--- src/rtl/axi_arb_pkg.sv ---
// Shared types and constants for the two-master AXI write-path arbiter.
package axi_arb_pkg;

  typedef enum logic [1:0] {
    IDLE = 2'd0,
    ADDR = 2'd1,
    DATA = 2'd2,
    RESP = 2'd3
  } arb_state_e;

  localparam int BEAT_CNT_W = 5;

  localparam logic [1:0] BRESP_OKAY   = 2'd0;
  localparam logic [1:0] BRESP_SLVERR = 2'd2;

endpackage

--- src/rtl/axi_wr_arbiter_if.sv ---
// Write-channel bundle around the arbiter: two upstream masters (m_*) and one downstream slave (s_*).
interface axi_wr_arbiter_if #(
  parameter int WIDTH = 32,
  parameter int SIZE  = 3
);
  localparam int IW = WIDTH / 8;
  localparam int BW = SIZE - 1;

  logic [1:0]                 m_awvalid;
  logic [1:0]                 m_awready;
  logic [1:0][WIDTH-1:0]      m_awaddr;
  logic [1:0][IW-1:0]         m_awid;
  logic [1:0][IW-1:0]         m_awlen;
  logic [1:0][SIZE-1:0]       m_awsize;
  logic [1:0][BW-1:0]         m_awburst;
  logic [1:0]                 m_wvalid;
  logic [1:0]                 m_wlast;
  logic [1:0]                 m_wready;
  logic [1:0][WIDTH-1:0]      m_wdata;
  logic [1:0][IW-1:0]         m_wstrb;
  logic [1:0]                 m_bvalid;
  logic [1:0]                 m_bready;
  logic [IW-1:0]              m_bid;
  logic [BW-1:0]              m_bresp;

  logic                       s_awvalid;
  logic                       s_awready;
  logic [WIDTH-1:0]           s_awaddr;
  logic [IW-1:0]              s_awid;
  logic [IW-1:0]              s_awlen;
  logic [SIZE-1:0]            s_awsize;
  logic [BW-1:0]              s_awburst;
  logic                       s_wvalid;
  logic                       s_wlast;
  logic                       s_wready;
  logic [WIDTH-1:0]           s_wdata;
  logic [IW-1:0]              s_wstrb;
  logic                       s_bvalid;
  logic                       s_bready;
  logic [IW-1:0]              s_bid;
  logic [BW-1:0]              s_bresp;

  // Upstream masters' view
  modport master (
    output m_awvalid, m_awaddr, m_awid, m_awlen, m_awsize, m_awburst,
    output m_wvalid, m_wlast, m_wdata, m_wstrb, m_bready,
    input  m_awready, m_wready, m_bvalid, m_bid, m_bresp
  );

  // Downstream slave's view
  modport slave (
    input  s_awvalid, s_awaddr, s_awid, s_awlen, s_awsize, s_awburst,
    input  s_wvalid, s_wlast, s_wdata, s_wstrb, s_bready,
    output s_awready, s_wready, s_bvalid, s_bid, s_bresp
  );

  // Arbiter: slave toward the masters, master toward the slave
  modport arb (
    input  m_awvalid, m_awaddr, m_awid, m_awlen, m_awsize, m_awburst,
    input  m_wvalid, m_wlast, m_wdata, m_wstrb, m_bready,
    output m_awready, m_wready, m_bvalid, m_bid, m_bresp,
    output s_awvalid, s_awaddr, s_awid, s_awlen, s_awsize, s_awburst,
    output s_wvalid, s_wlast, s_wdata, s_wstrb, s_bready,
    input  s_awready, s_wready, s_bvalid, s_bid, s_bresp
  );

endinterface

--- src/rtl/axi_rr_picker.sv ---
// Two-way round-robin picker: on a tie the master that did not win last time is chosen.
module axi_rr_picker (
  input  logic [1:0] req,
  input  logic       last_gnt,
  output logic       gnt_valid,
  output logic       gnt
);

  assign gnt_valid = |req;
  assign gnt       = (&req) ? ~last_gnt : req[1];

endmodule

--- src/rtl/axi_wr_arbiter.sv ---
// Two-master to one-slave AXI write arbiter; one outstanding write, AW->W->B locked to the winner.
// Optional per-master grant counters are built when AXI_WR_ARB_STATS_EN is defined.
module axi_wr_arbiter
  import axi_arb_pkg::*;
#(
  parameter int WIDTH = 32,
  parameter int SIZE  = 3
) (
  input  logic              clk,
  input  logic              resetn,
  axi_wr_arbiter_if.arb     bus,
  output logic              gnt,
  output logic              busy,
  output logic              err_wlast
`ifdef AXI_WR_ARB_STATS_EN
  ,
  output logic [1:0][15:0]  grant_cnt
`endif
);

  localparam int IW      = WIDTH / 8;
  localparam int BRESP_W = SIZE - 1;

  arb_state_e              state;
  logic                    last_gnt;
  logic [BEAT_CNT_W-1:0]   beat_cnt;
  logic [IW-1:0]           awlen;
  logic                    pick_valid;
  logic                    pick_gnt;
  logic                    aw_hs;
  logic                    w_hs;
  logic                    b_hs;
  logic                    wlast_sel;
  logic                    last_beat;

  axi_rr_picker u_picker (
    .req       (bus.m_awvalid),
    .last_gnt  (last_gnt),
    .gnt_valid (pick_valid),
    .gnt       (pick_gnt)
  );

  assign aw_hs     = (state == ADDR) && bus.s_awready;
  assign w_hs      = (state == DATA) && bus.m_wvalid[gnt] && bus.s_wready;
  assign b_hs      = (state == RESP) && bus.s_bvalid && bus.m_bready[gnt];
  assign wlast_sel = bus.m_wlast[gnt];
  assign last_beat = (beat_cnt == BEAT_CNT_W'(awlen));
  assign busy      = (state != IDLE);

  // Every slave-facing payload is forced to zero outside its own phase, so reset clears them at once.
  always_comb begin
    bus.m_awready = 2'b00;
    bus.m_wready  = 2'b00;
    bus.m_bvalid  = 2'b00;
    bus.m_bid     = {IW{1'b0}};
    bus.m_bresp   = {BRESP_W{1'b0}};
    bus.s_awvalid = 1'b0;
    bus.s_awaddr  = {WIDTH{1'b0}};
    bus.s_awid    = {IW{1'b0}};
    bus.s_awlen   = {IW{1'b0}};
    bus.s_awsize  = {SIZE{1'b0}};
    bus.s_awburst = {BRESP_W{1'b0}};
    bus.s_wvalid  = 1'b0;
    bus.s_wlast   = 1'b0;
    bus.s_wdata   = {WIDTH{1'b0}};
    bus.s_wstrb   = {IW{1'b0}};
    bus.s_bready  = 1'b0;
    case (state)
      ADDR: begin
        bus.s_awvalid      = 1'b1;
        bus.s_awaddr       = bus.m_awaddr[gnt];
        bus.s_awid         = bus.m_awid[gnt];
        bus.s_awlen        = bus.m_awlen[gnt];
        bus.s_awsize       = bus.m_awsize[gnt];
        bus.s_awburst      = bus.m_awburst[gnt];
        bus.m_awready[gnt] = bus.s_awready;
      end
      DATA: begin
        bus.s_wvalid      = bus.m_wvalid[gnt];
        bus.s_wlast       = wlast_sel;
        bus.s_wdata       = bus.m_wdata[gnt];
        bus.s_wstrb       = bus.m_wstrb[gnt];
        bus.m_wready[gnt] = bus.s_wready;
      end
      RESP: begin
        bus.m_bvalid[gnt] = bus.s_bvalid;
        bus.s_bready      = bus.m_bready[gnt];
        bus.m_bid         = bus.s_bid;
        bus.m_bresp       = bus.s_bresp;
      end
      default: begin
      end
    endcase
  end

  // Control FSM; last_gnt starts at 1 so master 0 wins the first contest.
  always_ff @(posedge clk or negedge resetn) begin
    if (!resetn) begin
      state     <= IDLE;
      gnt       <= 1'b0;
      last_gnt  <= 1'b1;
      beat_cnt  <= '0;
      awlen     <= '0;
      err_wlast <= 1'b0;
    end else begin
      err_wlast <= w_hs && (wlast_sel != last_beat);
      case (state)
        IDLE: begin
          if (pick_valid) begin
            gnt   <= pick_gnt;
            state <= ADDR;
          end
        end
        ADDR: begin
          if (aw_hs) begin
            awlen    <= bus.m_awlen[gnt];
            beat_cnt <= '0;
            state    <= DATA;
          end
        end
        DATA: begin
          if (w_hs) begin
            beat_cnt <= beat_cnt + BEAT_CNT_W'(1);
            if (wlast_sel) state <= RESP;
          end
        end
        RESP: begin
          if (b_hs) begin
            last_gnt <= gnt;
            state    <= IDLE;
          end
        end
        default: state <= IDLE;
      endcase
    end
  end

`ifdef AXI_WR_ARB_STATS_EN
  function automatic logic [15:0] sat_inc(input logic [15:0] v);
    return (v == 16'hFFFF) ? v : v + 16'd1;
  endfunction

  always_ff @(posedge clk or negedge resetn) begin
    if (!resetn) begin
      grant_cnt <= '0;
    end else if (b_hs) begin
      grant_cnt[gnt] <= sat_inc(grant_cnt[gnt]);
    end
  end
`endif

endmodule

--- src/flat_wrapper.sv ---
// flat-port wrapper written by rule: the top's interface ports become plain ports
module axi_wr_arbiter_flat import axi_arb_pkg::*;
#(
  parameter int WIDTH = 32,
  parameter int SIZE  = 3
)
  (clk, resetn, gnt, busy, err_wlast, bus_m_awvalid, bus_m_awaddr, bus_m_awid, bus_m_awlen, bus_m_awsize, bus_m_awburst, bus_m_wvalid, bus_m_wlast, bus_m_wdata, bus_m_wstrb, bus_m_bready, bus_m_awready, bus_m_wready, bus_m_bvalid, bus_m_bid, bus_m_bresp, bus_s_awvalid, bus_s_awaddr, bus_s_awid, bus_s_awlen, bus_s_awsize, bus_s_awburst, bus_s_wvalid, bus_s_wlast, bus_s_wdata, bus_s_wstrb, bus_s_bready, bus_s_awready, bus_s_wready, bus_s_bvalid, bus_s_bid, bus_s_bresp);
  axi_wr_arbiter_if #(.WIDTH(WIDTH), .SIZE(SIZE)) bus_i ();
  input  logic clk;
  input  logic resetn;
  output logic gnt;
  output logic busy;
  output logic err_wlast;
  input wire logic [$bits(bus_i.m_awvalid)-1:0] bus_m_awvalid;
  input wire logic [$bits(bus_i.m_awaddr)-1:0] bus_m_awaddr;
  input wire logic [$bits(bus_i.m_awid)-1:0] bus_m_awid;
  input wire logic [$bits(bus_i.m_awlen)-1:0] bus_m_awlen;
  input wire logic [$bits(bus_i.m_awsize)-1:0] bus_m_awsize;
  input wire logic [$bits(bus_i.m_awburst)-1:0] bus_m_awburst;
  input wire logic [$bits(bus_i.m_wvalid)-1:0] bus_m_wvalid;
  input wire logic [$bits(bus_i.m_wlast)-1:0] bus_m_wlast;
  input wire logic [$bits(bus_i.m_wdata)-1:0] bus_m_wdata;
  input wire logic [$bits(bus_i.m_wstrb)-1:0] bus_m_wstrb;
  input wire logic [$bits(bus_i.m_bready)-1:0] bus_m_bready;
  output wire logic [$bits(bus_i.m_awready)-1:0] bus_m_awready;
  output wire logic [$bits(bus_i.m_wready)-1:0] bus_m_wready;
  output wire logic [$bits(bus_i.m_bvalid)-1:0] bus_m_bvalid;
  output wire logic [$bits(bus_i.m_bid)-1:0] bus_m_bid;
  output wire logic [$bits(bus_i.m_bresp)-1:0] bus_m_bresp;
  output wire logic [$bits(bus_i.s_awvalid)-1:0] bus_s_awvalid;
  output wire logic [$bits(bus_i.s_awaddr)-1:0] bus_s_awaddr;
  output wire logic [$bits(bus_i.s_awid)-1:0] bus_s_awid;
  output wire logic [$bits(bus_i.s_awlen)-1:0] bus_s_awlen;
  output wire logic [$bits(bus_i.s_awsize)-1:0] bus_s_awsize;
  output wire logic [$bits(bus_i.s_awburst)-1:0] bus_s_awburst;
  output wire logic [$bits(bus_i.s_wvalid)-1:0] bus_s_wvalid;
  output wire logic [$bits(bus_i.s_wlast)-1:0] bus_s_wlast;
  output wire logic [$bits(bus_i.s_wdata)-1:0] bus_s_wdata;
  output wire logic [$bits(bus_i.s_wstrb)-1:0] bus_s_wstrb;
  output wire logic [$bits(bus_i.s_bready)-1:0] bus_s_bready;
  input wire logic [$bits(bus_i.s_awready)-1:0] bus_s_awready;
  input wire logic [$bits(bus_i.s_wready)-1:0] bus_s_wready;
  input wire logic [$bits(bus_i.s_bvalid)-1:0] bus_s_bvalid;
  input wire logic [$bits(bus_i.s_bid)-1:0] bus_s_bid;
  input wire logic [$bits(bus_i.s_bresp)-1:0] bus_s_bresp;
  assign bus_i.m_awvalid = bus_m_awvalid;
  assign bus_i.m_awaddr = bus_m_awaddr;
  assign bus_i.m_awid = bus_m_awid;
  assign bus_i.m_awlen = bus_m_awlen;
  assign bus_i.m_awsize = bus_m_awsize;
  assign bus_i.m_awburst = bus_m_awburst;
  assign bus_i.m_wvalid = bus_m_wvalid;
  assign bus_i.m_wlast = bus_m_wlast;
  assign bus_i.m_wdata = bus_m_wdata;
  assign bus_i.m_wstrb = bus_m_wstrb;
  assign bus_i.m_bready = bus_m_bready;
  assign bus_m_awready = bus_i.m_awready;
  assign bus_m_wready = bus_i.m_wready;
  assign bus_m_bvalid = bus_i.m_bvalid;
  assign bus_m_bid = bus_i.m_bid;
  assign bus_m_bresp = bus_i.m_bresp;
  assign bus_s_awvalid = bus_i.s_awvalid;
  assign bus_s_awaddr = bus_i.s_awaddr;
  assign bus_s_awid = bus_i.s_awid;
  assign bus_s_awlen = bus_i.s_awlen;
  assign bus_s_awsize = bus_i.s_awsize;
  assign bus_s_awburst = bus_i.s_awburst;
  assign bus_s_wvalid = bus_i.s_wvalid;
  assign bus_s_wlast = bus_i.s_wlast;
  assign bus_s_wdata = bus_i.s_wdata;
  assign bus_s_wstrb = bus_i.s_wstrb;
  assign bus_s_bready = bus_i.s_bready;
  assign bus_i.s_awready = bus_s_awready;
  assign bus_i.s_wready = bus_s_wready;
  assign bus_i.s_bvalid = bus_s_bvalid;
  assign bus_i.s_bid = bus_s_bid;
  assign bus_i.s_bresp = bus_s_bresp;
  axi_wr_arbiter #(.WIDTH(WIDTH), .SIZE(SIZE)) u_core (.clk(clk), .resetn(resetn), .bus(bus_i), .gnt(gnt), .busy(busy), .err_wlast(err_wlast));
endmodule
--- config.mk ---
export PLATFORM = sky130hd
export DESIGN_NAME = axi_wr_arbiter_flat
export DESIGN_NICKNAME = d
export VERILOG_FILES = /design/src/rtl/axi_arb_pkg.sv /design/src/rtl/axi_wr_arbiter_if.sv /design/src/rtl/axi_rr_picker.sv /design/src/rtl/axi_wr_arbiter.sv /design/src/flat_wrapper.sv
export SDC_FILE = /design/constraint.sdc
export NUM_CORES = 1
export LEC_CHECK = 0
export ABC_AREA = 0
export BUFFER_PORTS_ARGS = -buffer_cell sky130_fd_sc_hd__clkbuf_2
export CORE_AREA = 2 2 110 112
export DETAILED_ROUTE_END_ITERATION = 10
export DIE_AREA = 0 0 112 114
export PLACE_DENSITY_LB_ADDON = 0.08
export SLEW_MARGIN = 5
export SYNTH_ARGS = -nofsm -noshare
export SYNTH_HDL_FRONTEND = slang
export SYNTH_SLANG_ARGS = --single-unit
export TNS_END_PERCENT = 20
--- constraint.sdc ---
create_clock -name clk -period 3.2 [get_ports clk]
set_input_delay 0.32 -clock clk [delete_from_list [all_inputs] [get_ports clk]]
set_output_delay 0.32 -clock clk [all_outputs]
set_load 0.03 [all_outputs]
==> impl_metrics.tcl <==
set metrics [dict create \
    die_w_um 112 \
    violations "negative hold slack" \
    fin_crit_ps 2330 \
    numCtsBuffers 3 \
    synth_edf_count 0 \
    cts.sinks 14 \
    cts_tree "done" \
    final_util_pct 31.9 \
    max_stage_delay_ps 730 \
    cts-hold-fix-buffers 0 \
    htreeDepth 1 \
    diodes 0 \
    drtIter0Drc 53 \
    dp.cells 693 \
    crit_slowest_cell "dfrtp_4" \
    yosys_register_bits 14 \
    routed_wl_mm 9.53 \
    timing.hold.ws_ps -5.82 \
    ir_drop_v 0.000310 \
    crit_path_max_fanout 30 \
    overflow 0 \
    fillers 1297 \
    syn_inst 281 \
    r2r_cells 4 \
    post-cts-setup-buffers 0 \
    vias_per_cell 4.31 \
    cts_root_buffer "clkbuf_16" \
    synthTopCellsByCount "88 x nor2_1, 83 x mux2i_1, 13 x dfrtp_1" \
    worstMarginPinSlew_ps 646 \
    cp_data_required_time_ps 2880 \
    max-cap-violations 0 \
    syn_area_um2 2100 \
    clk_latency_ps 240 \
    status "finished with violations" \
    synth_top_area_share_pct 39.6 \
    syn_avg_cell_area_um2 7.46 \
    p_per_area_nw_per_um2 906 \
    top_layer_used "met4" \
    die_height_um 114 \
    hold_path.class "in2async" \
    synth_area_leaders "mux2i_1 40%, nor2_1 16%, dfrtp_1 16%" \
    portBuffers 280 \
    layout_setup_ws_ps 869 \
    pre_cts_ws_ps 1100 \
    slew_violations 0 \
    synth_top_flop_cell "dfrtp_1" \
    ctsResizeCount 0 \
    start_util_pct 17.9 \
    p_leak_nw 2.33 \
    die_area_um2 12800 \
    route.met2.wl_mm 5.04 \
    clk_path_buf_depth 2 \
    cp.arrival_ps 2010 \
    dp_hpwl_mm 8.09 \
    grt_pass1_wl_mm 13.8 \
    pin_count 281 \
    grt_max_degree 46 \
    grt_antenna_before_repair 0 \
    cp_num_cells 4 \
    fmax_ghz 0.429 \
    crit_family "flip-flops" \
    drive_above_1_share_pct 53.8 \
    fin_crit_sh_pct 72.8 \
    async_flop_share_pct 100 \
    yosysMostFrequentCell "nor2_1" \
    area_delta_synth_final_pct 78.0 \
    clk_pin_slew_ps 50 \
    crit_buf_inv 2 \
    rsz0062_at_grt "no" \
    final-hold-violation-count 13 \
    drt_first_pass_iters 4 \
    yosysTopAreaCell "mux2i_1" \
    synth-warning-count 0 \
    dr_total_vias 3002 \
    num-nets-final 737 \
    max_slew_margin_pct 56.9 \
    seq_area_frac_synth_pct 16.8 \
    ant_nets 0 \
    grt_pass1_vias 2841 \
    synth_nets 467 \
    drt-met1-wl_mm 3.52 \
    finalSetupTns_ps 0 \
    path_cells "buf_4, mux2i_1, nor2_1, clkbuf_2" \
    place.gp.congestion 0.796 \
    std_cell_rows 40 \
    layout.cells.non_filler 697 \
    coreArea_um2 11700 \
    setup_viol 0 \
    met3_wirelength_um 854 \
    critPathLaunchType "flip-flop" \
    wl_per_cell_um 13.7 \
    remaining_drc_errors 0 \
    worstSetupEndpointType "output pin" \
    grtUsageTotal_pct 13.3 \
    fin_worst_skew_ps 2.42 \
    path_class "reg2out" \
    ys_types 35 \
]
power breakdown:
group          internal (mW)  switching [mW]  total, mW
registers              0.244           0.135      0.379
logic                  0.943            1.80       2.74
clock network          0.190          0.0746      0.264
total                   1.38            2.00       3.38
final cells by class:
cell class	instances	area [um^2]	area share, %
Inverter	9	33.8	0.905
Sequential cell	14	355	9.52
Timing Repair Buffer	284	1440	38.7
Multi-Input combinational cell	239	1630	43.6
Tap cell	147	184	4.93
Clock buffer	4	88.8	2.38
worst paths after layout:
check | slack, ps | start | to
setup / recovery | 870 | u_core.gnt | bus_s_wdata[4]
hold / removal | -6 | resetn | u_core.awlen[2]
setup reg to reg | 1220 | u_core.gnt | u_core.state[1]
hold reg to reg | 500 | u_core.awlen[3] | u_core.awlen[3]
max in group asynchronous | 2890 | resetn | u_core.last_gnt
min in group clk | 360 | bus_m_awvalid[1] | u_core.gnt
cell families (layout without fill, tap and decap cells):
kind of cell,Yosys count,count (layout),synth area share [%]
mux,86,86,41.2
compound gates,18,18,5.91
flops,14,14,16.8
buf+inv,28,297,5.67
fa+ha+maj,5,5,2.98
simple gates,126,126,25.8
xor+xnor,4,4,1.67
cell usage in the layout (no fill, tap or decap), types with 4 or more instances in the layout:
cell type / Yosys / layout
nand2_1: 12 / 12
a21oi_1: 4 / 4
clkbuf_2: 0 / 280
xor2_1: 4 / 4
o21ai_1: 6 / 6
ha_1: 5 / 5
nor2_1: 88 / 88
and2_1: 6 / 6
mux2i_1: 83 / 83
dfrtp_1: 13 / 12
inv_1: 6 / 6
nand3_1: 5 / 5
flip-flops by register name (all words and copies together) (netlist names):
| name | cells |
|---|---|
| u_core.awlen | 4 |
| u_core.beat_cnt | 5 |
| u_core.err_wlast | 1 |
| u_core.gnt | 1 |
| u_core.last_gnt | 1 |
| u_core.state | 2 |
routing by layer:
metal / global-route usage (%) / vias up
met1: 14.6 / 1319
met3: 3.29 / 8
li1: - / 1504
met5: 0 / -
met2: 26.2 / 171
met4: 2.36 / 0
through the flow:
stage,instance area (um^2),total power [mW],hold WS (ps)
global placement,3640,3.15,276
CTS,3730,3.45,4.19
detailed placement,3640,3.17,267
floorplan,2100,2.41,24.4
finish,3730,3.38,-5.82
global route,3730,3.65,21.6
Power figures use the tool's default switching activity.
